==> src/rtl/jedro_1_defines.sv <==
// Shared definitions for the jedro_1 instruction fetch path: default boot
// address, instruction width, IFU state encoding and the prefetch entry layout.
package jedro_1_defines;

    localparam int INSTR_WIDTH = 32;
    localparam int XLEN        = 32;

    localparam logic [XLEN-1:0] BOOT_ADDR_DEF = 32'h0000_0000;

    typedef enum logic {
        IFU_RUN  = 1'b0,
        IFU_HALT = 1'b1
    } ifu_state_e;

    typedef struct packed {
        logic [INSTR_WIDTH-1:0] instr;
        logic [XLEN-1:0]        addr;
    } fifo_entry_t;

    // A jump target is only legal when it is word aligned.
    function automatic logic is_misaligned(input logic [1:0] low_bits);
        return |low_bits;
    endfunction

endpackage

==> src/rtl/jedro_1_fifo.sv <==
// Prefetch FIFO for the jedro_1 IFU. Stores {instr, addr} pairs, supports
// push, pop and flush (flush beats push), and presents the head entry from
// registers so the decoder sees flop outputs.
module jedro_1_fifo
    import jedro_1_defines::*;
#(
    parameter int DATA_WIDTH = INSTR_WIDTH,
    parameter int ADDR_WIDTH = XLEN,
    parameter int DEPTH      = 2,
    localparam int PW        = $clog2(DEPTH),
    localparam int CW        = PW + 1
) (
    input  logic                  clk_i,
    input  logic                  rst_i,
    input  logic                  flush_i,
    input  logic                  push_i,
    input  logic [DATA_WIDTH-1:0] push_instr_i,
    input  logic [ADDR_WIDTH-1:0] push_addr_i,
    input  logic                  pop_i,
    output logic [CW-1:0]         count_o,
    output logic [DATA_WIDTH-1:0] head_instr_o,
    output logic [ADDR_WIDTH-1:0] head_addr_o
);

    logic [DEPTH-1:0][DATA_WIDTH-1:0] instr_mem_q, instr_mem_d;
    logic [DEPTH-1:0][ADDR_WIDTH-1:0] addr_mem_q, addr_mem_d;
    logic [PW-1:0]                    wr_ptr_q, wr_ptr_d;
    logic [PW-1:0]                    rd_ptr_q, rd_ptr_d;
    logic [CW-1:0]                    count_q, count_d;
    logic [DATA_WIDTH-1:0]            head_instr_q, head_instr_d;
    logic [ADDR_WIDTH-1:0]            head_addr_q, head_addr_d;
    logic                             do_push, do_pop;

    // Next-state for storage, pointers and count; the head register is loaded
    // from the post-update storage so it tracks the entry the read pointer
    // will point at after this edge.
    always_comb begin
        instr_mem_d = instr_mem_q;
        addr_mem_d  = addr_mem_q;
        wr_ptr_d    = wr_ptr_q;
        rd_ptr_d    = rd_ptr_q;
        count_d     = count_q;
        do_pop      = pop_i && (count_q != '0);
        do_push     = push_i && ((count_q != CW'(DEPTH)) || do_pop);
        if (flush_i) begin
            wr_ptr_d = '0;
            rd_ptr_d = '0;
            count_d  = '0;
        end else begin
            if (do_push) begin
                instr_mem_d[wr_ptr_q] = push_instr_i;
                addr_mem_d[wr_ptr_q]  = push_addr_i;
                wr_ptr_d              = wr_ptr_q + PW'(1);
            end
            if (do_pop) begin
                rd_ptr_d = rd_ptr_q + PW'(1);
            end
            count_d = count_q + CW'(do_push) - CW'(do_pop);
        end
        head_instr_d = instr_mem_d[rd_ptr_d];
        head_addr_d  = addr_mem_d[rd_ptr_d];
    end

    // State registers; reset clears storage so the head reads zero.
    always_ff @(posedge clk_i) begin
        if (rst_i) begin
            instr_mem_q  <= '0;
            addr_mem_q   <= '0;
            wr_ptr_q     <= '0;
            rd_ptr_q     <= '0;
            count_q      <= '0;
            head_instr_q <= '0;
            head_addr_q  <= '0;
        end else begin
            instr_mem_q  <= instr_mem_d;
            addr_mem_q   <= addr_mem_d;
            wr_ptr_q     <= wr_ptr_d;
            rd_ptr_q     <= rd_ptr_d;
            count_q      <= count_d;
            head_instr_q <= head_instr_d;
            head_addr_q  <= head_addr_d;
        end
    end

    assign count_o      = count_q;
    assign head_instr_o = head_instr_q;
    assign head_addr_o  = head_addr_q;

endmodule

==> src/rtl/jedro_1_ifu.sv <==
// jedro_1 instruction fetch unit. Keeps the PC, issues reads to a
// single-cycle-latency instruction ROM, buffers returned words with their
// addresses in a prefetch FIFO and hands them to the decoder via valid/ready.
// Jumps flush the buffer and restart fetching at the target.
// Optional: define JEDRO_1_IFU_MISALIGN_EXC_EN to raise misaligned_exc_o on a
// non-word-aligned jump target and park the IFU in HALT until a legal jump.
module jedro_1_ifu
    import jedro_1_defines::*;
#(
    parameter int                    DATA_WIDTH = INSTR_WIDTH,
    parameter int                    ADDR_WIDTH = XLEN,
    parameter logic [ADDR_WIDTH-1:0] BOOT_ADDR  = BOOT_ADDR_DEF,
    parameter int                    FIFO_DEPTH = 2
) (
    input  logic                  clk_i,
    input  logic                  rst_i,
    output logic                  instr_mem_en_o,
    output logic [ADDR_WIDTH-1:0] instr_mem_addr_o,
    input  logic [DATA_WIDTH-1:0] instr_mem_rdata_i,
    output logic [DATA_WIDTH-1:0] dec_instr_o,
    output logic [ADDR_WIDTH-1:0] dec_addr_o,
    output logic                  dec_valid_o,
    input  logic                  dec_ready_i,
    input  logic                  jmp_instr_i,
    input  logic [ADDR_WIDTH-1:0] jmp_addr_i,
    output logic                  misaligned_exc_o
);

    localparam int CW = $clog2(FIFO_DEPTH) + 1;

    ifu_state_e            state_q, state_d;
    logic [ADDR_WIDTH-1:0] pc_q, pc_d;
    logic                  inflight_q, inflight_d;
    logic [ADDR_WIDTH-1:0] iss_addr_q, iss_addr_d;
    logic                  exc_q, exc_d;

    logic [CW-1:0]         fifo_count;
    logic [CW:0]           occupancy;
    logic                  pop;
    logic                  issue;
    logic [ADDR_WIDTH-1:0] jmp_tgt;
    logic                  jmp_misaligned;

`ifdef JEDRO_1_IFU_MISALIGN_EXC_EN
    assign jmp_tgt        = jmp_addr_i;
    assign jmp_misaligned = is_misaligned(jmp_addr_i[1:0]);
`else
    // Without the exception, the low target bits are simply ignored.
    assign jmp_tgt        = jmp_addr_i & ~ADDR_WIDTH'(3);
    assign jmp_misaligned = 1'b0;
`endif

    assign dec_valid_o = (fifo_count != '0);
    assign pop         = dec_valid_o & dec_ready_i;

    // Slots already claimed after this cycle's pop: buffered entries plus the
    // response still on its way back from memory.
    assign occupancy = {1'b0, fifo_count} + (CW+1)'(inflight_q) - (CW+1)'(pop);

    // Request issue is combinational on dec_ready_i so a full FIFO that is
    // being popped can still fetch in the same cycle.
    always_comb begin
        issue = ~rst_i && (state_q == IFU_RUN) && ~jmp_instr_i
                && (occupancy < (CW+1)'(FIFO_DEPTH));
    end

    assign instr_mem_en_o   = issue;
    assign instr_mem_addr_o = pc_q;
    assign misaligned_exc_o = exc_q;

    // PC, FSM and in-flight bookkeeping. A jump wins over issue; a response
    // returning in the jump cycle is dropped by the FIFO flush, and no request
    // is made in the jump cycle, so nothing stale arrives afterwards.
    always_comb begin
        pc_d       = pc_q;
        state_d    = state_q;
        inflight_d = issue;
        iss_addr_d = iss_addr_q;
        exc_d      = 1'b0;
        if (jmp_instr_i) begin
            if (jmp_misaligned) begin
                state_d = IFU_HALT;
                exc_d   = 1'b1;
            end else begin
                pc_d    = jmp_tgt;
                state_d = IFU_RUN;
            end
        end else if (issue) begin
            pc_d       = pc_q + ADDR_WIDTH'(4);
            iss_addr_d = pc_q;
        end
    end

    // IFU registers; reset forgets any outstanding request.
    always_ff @(posedge clk_i) begin
        if (rst_i) begin
            state_q    <= IFU_RUN;
            pc_q       <= BOOT_ADDR;
            inflight_q <= 1'b0;
            iss_addr_q <= BOOT_ADDR;
            exc_q      <= 1'b0;
        end else begin
            state_q    <= state_d;
            pc_q       <= pc_d;
            inflight_q <= inflight_d;
            iss_addr_q <= iss_addr_d;
            exc_q      <= exc_d;
        end
    end

    jedro_1_fifo #(
        .DATA_WIDTH (DATA_WIDTH),
        .ADDR_WIDTH (ADDR_WIDTH),
        .DEPTH      (FIFO_DEPTH)
    ) u_fifo (
        .clk_i        (clk_i),
        .rst_i        (rst_i),
        .flush_i      (jmp_instr_i),
        .push_i       (inflight_q),
        .push_instr_i (instr_mem_rdata_i),
        .push_addr_i  (iss_addr_q),
        .pop_i        (pop),
        .count_o      (fifo_count),
        .head_instr_o (dec_instr_o),
        .head_addr_o  (dec_addr_o)
    );

endmodule

==> config.mk <==
export PLATFORM = sky130hd
export DESIGN_NAME = jedro_1_ifu
export DESIGN_NICKNAME = d
export VERILOG_FILES = /design/src/rtl/jedro_1_defines.sv /design/src/rtl/jedro_1_fifo.sv /design/src/rtl/jedro_1_ifu.sv
export SDC_FILE = /design/constraint.sdc
export NUM_CORES = 1
export LEC_CHECK = 0
export ABC_AREA = 1
export BUFFER_PORTS_ARGS = -buffer_cell sky130_fd_sc_hd__buf_4
export CAP_MARGIN = 20
export CORE_AREA = 4 4 146 148
export CTS_CLUSTER_SIZE = 25
export DETAILED_ROUTE_END_ITERATION = 8
export DIE_AREA = 0 0 150 152
export GPL_TIMING_DRIVEN = 0
export PLACE_DENSITY = 0.83
export SYNTH_ARGS = -nofsm -noshare
export SYNTH_HDL_FRONTEND = slang
export SYNTH_SLANG_ARGS = --single-unit
==> constraint.sdc <==
create_clock -name clk_i -period 2.75 [get_ports clk_i]
set_input_delay 0.1375 -clock clk_i [delete_from_list [all_inputs] [get_ports clk_i]]
set_output_delay 0.1375 -clock clk_i [all_outputs]
set_load 0.03 [all_outputs]
# == Word level (Yosys, flattened, before mapping) ==
# Cells that the tools add are included.
# word_totals
regBits,261
in_bits,68
out_inout_bits,99
# classes
n_addsub,7
order_cmp,4
eq_ne,1
muxes,16
bitwise_logic,3
n_reduce_logical,10
# op_table
op,n
64-bit 2-to-1 mux,4
32-bit 2-to-1 mux,7
64-bit bitwise mux,2
"32-bit by 3-bit adder with 32-bit output, second input constant",1
32-bit demux with 1-bit select,1
1-bit logical AND,5
"1-bit by 2-bit less-than comparator with 1-bit output, second input constant",2
2-bit nonzero test,2
2-bit by 1-bit adder with 3-bit output,1
"3-bit by 2-bit less-than comparator with 1-bit output, second input constant",1
3-bit by 1-bit subtractor with 3-bit output,1
"1-bit adder, second input constant",2
2-bit by 1-bit adder with 2-bit output,1
1-bit 2-to-1 mux,2
"2-bit inequality test, second input constant",1
1-bit inverter,2
2-bit AND reduction,1
2-bit OR reduction,1
2-bit by 1-bit subtractor with 2-bit output,1
1-bit AND,1
"1-bit greater-or-equal comparator, second input constant",1
1-bit logical OR,1

# == Longest topological paths before layout ==
# Gate-level depths: netlist (run 1).
# logic_depth
word_depth,9
ltp_mapped,19

# == Modules after synthesis ==
# A second synthesis (run 1) with hierarchy kept.
# unflattened
cells_unflattened,1632
hier_area_um2,11402.2
# by_module_without_submodules
mod,n_inst,cells_each,area_each_um2,seq_area_each_um2
jedro_1_fifo,1,1127,7998.9,3923.8
jedro_1_ifu,1,505,3403.3,1221.2

# == Least setup slack after synthesis (run 1) ==
# Ideal clock, no wire load.
# synth_path
kind,register to register
start,register u_fifo.count_q[1] (netlist: u_fifo.count_o[1])
end,register pc_q[5] (netlist: instr_mem_addr_o[5])
arrival_time_ns,2.326
required_ns,2.640
slack_ns,0.314
path_stages_with_launch,19
n_path_buf,1
period_less_slack_ns,2.436
path_cell_list,dfxtp_1 > inv_2 > nand2_2 > nand2_2 > inv_1 > ha_1 > inv_1 > nand2_1 > fa_1 > inv_1 > nor2_4 > nand2_4 > nand2_2 > inv_2 > buf_4 > nand2_1 > o211ai_1 > nand2_1 > inv_1
# synth_between
elab_chain_len,6
word_cells_on_any_way,7
# synth_lines
element,line_no,text
"start, declared",jedro_1_fifo.sv:29,"logic [CW-1:0] count_q, count_d;"
"start signal, assigned",jedro_1_fifo.sv:79,count_q <= count_d;
2-bit nonzero test,jedro_1_ifu.sv:53,assign dec_valid_o = (fifo_count != '0);
named net dec_valid_o,jedro_1_ifu.sv:22,"output logic dec_valid_o,"
1-bit AND,jedro_1_ifu.sv:54,assign pop = dec_valid_o & dec_ready_i;
3-bit by 1-bit subtractor with 3-bit output,jedro_1_ifu.sv:58,"assign occupancy = {1'b0, fifo_count} + (CW+1)'(inflight_q) - (CW+1)'(pop);"
3-bit by 2-bit less-than comparator with 1-bit output,jedro_1_ifu.sv:64,&& (occupancy < (CW+1)'(FIFO_DEPTH));
1-bit logical AND,jedro_1_ifu.sv:64,
2-bit nonzero test (no source line),--,
"end signal, assigned",jedro_1_ifu.sv:104,pc_q <= pc_d;
"end, declared",jedro_1_ifu.sv:32,"logic [ADDR_WIDTH-1:0] pc_q, pc_d;"
# The timed path passes the listed nets, and every way through them passes these cells.
# A chain may end at the register's enable or synchronous reset.

# == Worst setup path after layout (run 1) ==
# layout_path
start,register u_fifo.count_q[1] (netlist: u_fifo.count_o[1])
end,output instr_mem_en_o
# layout_between
elab_chain_len,5
word_cells_on_any_way,6
# layout_lines
element,line_no,text
branches (longest 2 deep; another with 2-bit by 1-bit adder with 3-bit output),--,
3-bit by 1-bit subtractor with 3-bit output (*),jedro_1_ifu.sv:58,
3-bit by 2-bit less-than comparator with 1-bit output (*),jedro_1_ifu.sv:64,
1-bit logical AND (*),jedro_1_ifu.sv:64,
"end, declared",jedro_1_ifu.sv:17,"output logic instr_mem_en_o,"
# Every way passes the cells marked *.

==> results of run 1 <==
[final cells by class]
type,count,area [um^2]
Inverter,335,1270
Timing Repair Buffer,218,1780
Tap cell,270,338
Clock inverter,4,76.3
Sequential cell,257,5150
Multi-Input combinational cell,946,4380
Clock buffer,40,774
Buffer,83,487
Fill cell,1611,5780
[cell usage in the layout, fill, tap and decap left out, types with 3 or more instances in the layout]
| cell | count |
|---|---|
| a211oi_2 | 6 |
| clkbuf_8 | 5 |
| nand4_1 | 7 |
| nand3b_1 | 39 |
| dlygate4sd3_1 | 53 |
| xnor2_1 | 5 |
| clkbuf_16 | 27 |
| conb_1 | 3 |
| nor2_1 | 142 |
| nor2_4 | 6 |
| buf_1 | 5 |
| inv_2 | 6 |
| a211oi_1 | 8 |
| nand2_4 | 3 |
| ha_1 | 4 |
| nand2_1 | 434 |
| o21ai_1 | 56 |
| a31oi_1 | 5 |
| nand3_1 | 122 |
| buf_2 | 23 |
| clkbuf_1 | 38 |
| nor2_2 | 13 |
| buf_4 | 173 |
| a21oi_1 | 25 |
| nor3_1 | 10 |
| o21ai_0 | 41 |
| inv_1 | 326 |
| dfxtp_1 | 256 |
| nand2_2 | 4 |
| buf_6 | 16 |
[what timing repair did]
action                     CTS  global route
buffers inserted             3             3
hold buffers                53             0
gates resized for setup      4            14
hold endpoints to repair   117             0
pin swaps                    1             5
setup endpoints to repair    1            35
[logic make-up (layout without fill, tap and decap cells)]
group | Yosys count | in the layout | share of synthesized area
flops | 257 | 257 | 0.458
other cells | 1 | 3 | 0.000334
simple gates | 783 | 783 | 0.301
fa+ha+maj | 5 | 5 | 0.00623
buf+inv | 419 | 680 | 0.155
compound gates | 147 | 147 | 0.0730
xor+xnor | 8 | 8 | 0.00690
[stage by stage]
stage / instances / hold WS, ns / utilization / area [um^2] / setup slack, ns
floorplan: 1622 / 0.282 / - / 11200 / 0.314
global placement: 2051 / 0.405 / 0.638 / 12800 / 0.158
detailed placement: 2051 / 0.414 / 0.638 / 12800 / 0.0909
CTS: 2150 / 0.000123 / 0.708 / 14200 / 0.00986
global route: 2153 / 0.0254 / 0.711 / 14300 / -0.000523
finish: 2153 / 0.00961 / 0.711 / 14300 / 0.135
[report_power, final]
part           internal (mW)  switching [mW]
registers               3.96           0.133
logic                  0.547           0.904
clock network           2.11            1.44
total                   6.62            2.48
[final timing paths]
kind / to / slack [ns] / cells past startpoint
hold / removal: instr_mem_addr_o[20] / 0.01 / 6
setup / recovery: instr_mem_en_o / 0.13 / 13
setup reg to reg: instr_mem_addr_o[25] / 0.18 / 18
hold reg to reg: u_fifo.addr_mem_q[32] / 0.45 / 2
[layer usage]
metal / up-vias / part of all wire
met3: 58 / 0.079
met1: 4921 / 0.42
met4: 0 / 0.024
met5: - / 0
met2: 433 / 0.48
li1: 5349 / -
[state kept, by name (all words and copies together) (netlist names)]
register and count:
inflight_q 1, instr_mem_addr_o 30, iss_addr_q 30, u_fifo.addr_mem_q 64
u_fifo.count_o 2, u_fifo.head_addr_o 32, u_fifo.head_instr_o 32, u_fifo.instr_mem_q 64
u_fifo.rd_ptr_q 1, u_fifo.wr_ptr_q 1
[worst max-delay path: stages, from the launching register on]
cell and delay [ns]:
dfxtp_4 0.36, inv_4 0.06, nand2_2 0.07, nand2_2 0.08
inv_1 0.04, ha_1 0.27, inv_2 0.07, nand2_1 0.06
fa_1 0.48, inv_1 0.06, nor2_4 0.09, nand2_4 0.12
inv_8 0.08, buf_8 0.12
==> results.md, run 1 <==
- Run status: finished clean
- Sequential-to-total area share from yosys stat: 0.458
- CP Capture Type: output pin
- Die area: roughly 0.023 mm^2
- Area Growth Syn to Fin: 26.9%
- Post-DP HPWL: about 21,000 um
- Max-Cap Viols: 0
- Hold path startpoint: jmp_addr_i[20]
- Clock Skews: 0.0191 ns
- Tcrit/Tclk final: 0.951
- Startpoint types: flip-flop
- Synth Instances: 1,620
- Boundary pin count: 167
- PwrDens: around 640 mW/mm^2
- TritonRoute pass-1 iters: 6
- Antenna-violating nets left: 0
- Final WL: 30,400 um
- CTS Buf Count: 27
- CTS tree: built
- Largest cells by area after synthesis: dfxtp_1, nand2_1, inv_1
- Worst-Margin Slew: 0.717 ns
- Post-route DRC: 0
- Total Nets Final: between 1,500 and 2,000
- Critical path arrival: 2.48 ns
- PortBufs: around 160
- Hold crit path type: input port to flip-flop
- Top cells by count, synth: nand2_1, inv_1, dfxtp_1
- Final setup fails: 0
- Gr busiest metal: met2
- Post-synth top area cell: dfxtp_1
- Asr flop ratio synth: 0
- Clk sinks: about 260
- CTS max path bufs: 3
- Die Span Y: 152 um
- Post-synth EDFFs: 0
- Tmin final: 2.62 ns
- Synthesis Warnings: 0
- Kind of critical path: flip-flop to output pin
- Met3 usage: 0.0381
- Post-synthesis instance area: around 0.011 mm^2
- DIE WIDTH: 150 um
- Via/cell ratio: about 5.0
- Antenna diodes: 0
- GPL Wtd Cong: 0.928
- H-tree Lvls: 1
- Initial DRC Count: 959
- # rows: 52
- Clock slew at reported path FFs: roughly 0.06 ns
- Max Freq: 382 MHz
- Core region area: 0.0200 mm^2
- CP max FO: 7
- Grt met2 use: 0.442
- Hold Vio Cnt, Final: 0
- Antenna violations before repair: 0
- Post-synthesis register bit count: 257
- Met1 Resource Use GR: 0.348
- Worst-Skew Late Latency: 0.54 ns
- CP startpoint: u_fifo.count_o[1]
- First-pass GRT wire length: between 40,000 and 50,000 um
- Vias in the first global route: about 10,000
- VDD IR max: between 0.4 and 0.5 mV
- Synthesized area per cell: 6.94 um^2
- Total power: 9.09 mW
- Initial Utilization: 0.561
- Pins over their slew limit: 0
- Layout cells sized above 1: 0.157
- Root Buffer Master: clkbuf_16
- GRT Overall Usage: 0.262
- Largest net degree at the start of global routing: 16
- Synth Flop Type: dfxtp_1
- Unique masters post-synth: 38
- CP required: 2.61 ns
- Routed vias: approximately 11,000
- GRT Residual Overflow: 0
- Lkg Pwr: 7.72 nW
- Synth top area share: 0.458
- Post-route setup TNS: 0 ns
- Max_slew headroom: 0.522
- Wire per inst: ~14 um
- Worst R2R Start: u_fifo.count_o[1]
- Most numerous cell in the Yosys netlist: nand2_1
Note: power is estimated with default switching activity, not from simulation.
==> run 2: changes to the inputs <==
--- a/config.mk
+++ b/config.mk
@@ -14,6 +14,7 @@
 export DIE_AREA = 0 0 150 152
 export GPL_TIMING_DRIVEN = 0
 export PLACE_DENSITY = 0.83
+export REMOVE_ABC_BUFFERS = 1
 export SYNTH_ARGS = -nofsm -noshare
 export SYNTH_HDL_FRONTEND = slang
 export SYNTH_SLANG_ARGS = --single-unit
==> results.md, run 2 (synthesis results as in run 1) <==
- Boundary pin count: 167 (unchanged)
- Fillers: 1,533 (-4.8%)
- Commonest non-fill, non-tap cell in the layout: nand2_1
- Kind of critical path: flip-flop to output pin
- Routed vias: 10,700 (-0.69%)
- Core region area: 0.0200 mm^2 (unchanged)
- Antenna violations before repair: 0 (unchanged)
- Clock slew at reported path FFs: 0.07 ns (about the same)
- Tcrit/Tclk final: 0.996 (+0.0448)
- Run status: finished clean
- CTS Buf Count: 28 (+3.7%)
- Area of the multi-input gates: 0.00450 mm^2 (+2.7%)
- Critical path arrival: 2.60 ns (+0.12 ns)
- Met2 Wirelength: 15,000 um (+3.0%)
- Tmin final: 2.74 ns (+0.123 ns)
- Post-DP HPWL: 17,400 um (-17%)
- CTS tree: built
- R2r worst-path depth: 18 (unchanged)
- Antenna diodes: 0 (unchanged)
- Final setup fails: 0 (unchanged)
- Startpoint types: flip-flop
- GPL Wtd Cong: 0.869 (-6.4%)
- Initial Utilization: 0.561 (unchanged)
- Final worst slack: 0.0114 ns (-0.123 ns)
- Clock Skews: 0.0134 ns (-0.00568 ns)
- Wire per inst: 15.0 um (+6.2%)
- Hold EP: instr_mem_addr_o[25]
- Max_slew headroom: 0.393 (-0.129)
- Via/cell ratio: 5.08 (+1.7%)
- R2r endpoint: instr_mem_addr_o[21]
- CP max FO: 8 (+1)
- Biggest regs: u_fifo.addr_mem_q x64, u_fifo.instr_mem_q x64
- Max-Cap Viols: 0 (unchanged)
- R2R setup slack: 0.02 ns (-0.16 ns)
- Hold Vio Cnt, Final: 0 (unchanged)
- Pins over their slew limit: 0 (unchanged)
- Total Nets Final: 1,886 (-2.8%)
- Root Buffer Master: clkbuf_16
- Hold crit path type: input port to flip-flop
- Reg area: 0.00515 mm^2 (unchanged)
- CP Capture Type: output pin
- Initial DRC Count: 751 (-22%)
- Worst-Skew Late Latency: 0.54 ns (about the same)
- Vias in the first global route: 10,300 (+0.76%)
- Clk sinks: 257 (unchanged)
- PwrDens: 655 mW/mm^2 (+2.7%)
- GRT Residual Overflow: 0 (unchanged)
- CTS max path bufs: 3 (unchanged)
- # rows: 52 (unchanged)
- Highest-count cells in the layout ignoring fill and taps: nand2_1, inv_1, dfxtp_1, buf_4, nor2_1
- Die Span Y: 152 um (unchanged)
- H-tree Lvls: 1 (unchanged)
- First-pass GRT wire length: 49,700 um (about the same)
- Worst R2R Start: u_fifo.count_o[1]
- WL met3: 2840 um (+18%)
- Die area: 0.0228 mm^2 (unchanged)
- Top Layer Used: met4
- Min-Delay Path Depth: 7 (+1)
- Post-route DRC: 0 (unchanged)
- Layout cells sized above 1: 0.158 (+0.00100)
- Dpl ws: -0.536 ns (-0.627 ns)
- Antenna-violating nets left: 0 (unchanged)
- Area Growth Syn to Fin: 27.7%
- Worst-Margin Slew: 0.909 ns (+0.192 ns)
- DIE WIDTH: 150 um (unchanged)
- Final WL: 31,600 um (+3.7%)
- VDD IR max: 0.713 mV (+68%)
- TritonRoute pass-1 iters: 6 (unchanged)
- Hold path startpoint: jmp_addr_i[25]
- PortBufs: 161 (+1.3%)
- Post-route setup TNS: 0 ns (unchanged)
- Total power: 9.40 mW (+3.4%)
- Largest net degree at the start of global routing: 81 (+65)
- Max Freq: 365 MHz (-4.5%)
- GRT Overall Usage: 0.261 (-0.00131)
- Lkg Pwr: 7.73 nW (+0.17%)
- CP required: 2.61 ns (about the same)
- WL met1: 12,700 um (about the same)
run 2: changes by cell type in the layout (fill, tap and decap cells not counted), moves of 4 or more:
cell      delta
clkbuf_1    -35
buf_2       -23
buf_6       -15
clkinv_2     +7
buf_1        -5
buf_12       +4
buf_16       +4
nand2_8      +4
run 2: layout make-up:
class / instances / share of cell area
repair inverters: 1 / 0.000785
multi-input cells: 948 / 0.313
well taps: 270 / 0.0235
clock buffers: 40 / 0.0590
flip-flops and latches: 257 / 0.359
clock inverters: 10 / 0.00724
repair buffers: 242 / 0.148
inverters: 335 / 0.0894
run 2: layer usage:
| layer | track usage | vias to the layer above |
|---|---|---|
| met5 | 0 | - |
| met4 | 0.0824 | 0 |
| met3 | 0.0512 | 81 |
| met2 | 0.447 | 458 |
| met1 | 0.329 | 4891 |
| li1 | - | 5257 |
run 2: stage by stage:
| step | hold slack [ns] | utilization | std cells | cell area (um^2) |
|---|---|---|---|---|
| floorplan | 0.207 | - | 1538 | 10800 |
| global route | 0.0369 | 0.716 | 2103 | 14400 |
| detailed placement | 0.412 | 0.624 | 1976 | 12500 |
| finish | 0.0172 | 0.716 | 2103 | 14400 |
| CTS | 0.00846 | 0.705 | 2090 | 14100 |
| global placement | 0.389 | 0.614 | 1969 | 12300 |
run 2: what timing repair did:
item                                    in CTS  in global routing
gates cloned                                 3                  1
hold buffers                                56                  0
endpoints found under the hold margin      120                  0
resized for setup                           12                 28
setup buffers                                5                 12
endpoints found under the setup margin      46                 62
pin swaps                                    2                  6
run 2: power breakdown:
group	internal (mW)	leakage, nW	switching, mW	total (mW)
logic	0.569	5.16	0.942	1.51
registers	3.96	2.10	0.127	4.08
clock network	2.32	0.479	1.49	3.81
run 2: worst max-delay path, stage by stage (launching register included):
cell and delay (ns):
dfxtp_4 0.37, inv_4 0.07, nand2_4 0.05, nand2_2 0.08, inv_2 0.04, ha_4 0.20, inv_2 0.06, nand2_1 0.07
fa_1 0.52, inv_2 0.05, nor2_4 0.19, nand2_8 0.13, inv_16 0.10, buf_8 0.12
run 2: how the worst max path moves through the flow:
stage / from / end / slack, ns / cells past startpoint
finish: u_fifo.count_o[1] / instr_mem_en_o / 0.01 / 13
global route: u_fifo.count_o[1] / instr_mem_en_o / -0.05 / 13
CTS: u_fifo.count_o[1] / instr_mem_en_o / -0.02 / 13
detailed placement: u_fifo.count_o[1] / instr_mem_addr_o[25] / -0.54 / 16
global placement: rst_i / u_fifo.head_addr_o[20] / -2.29 / 6
floorplan: u_fifo.count_o[1] / u_fifo.head_addr_o[11] / -0.24 / 9
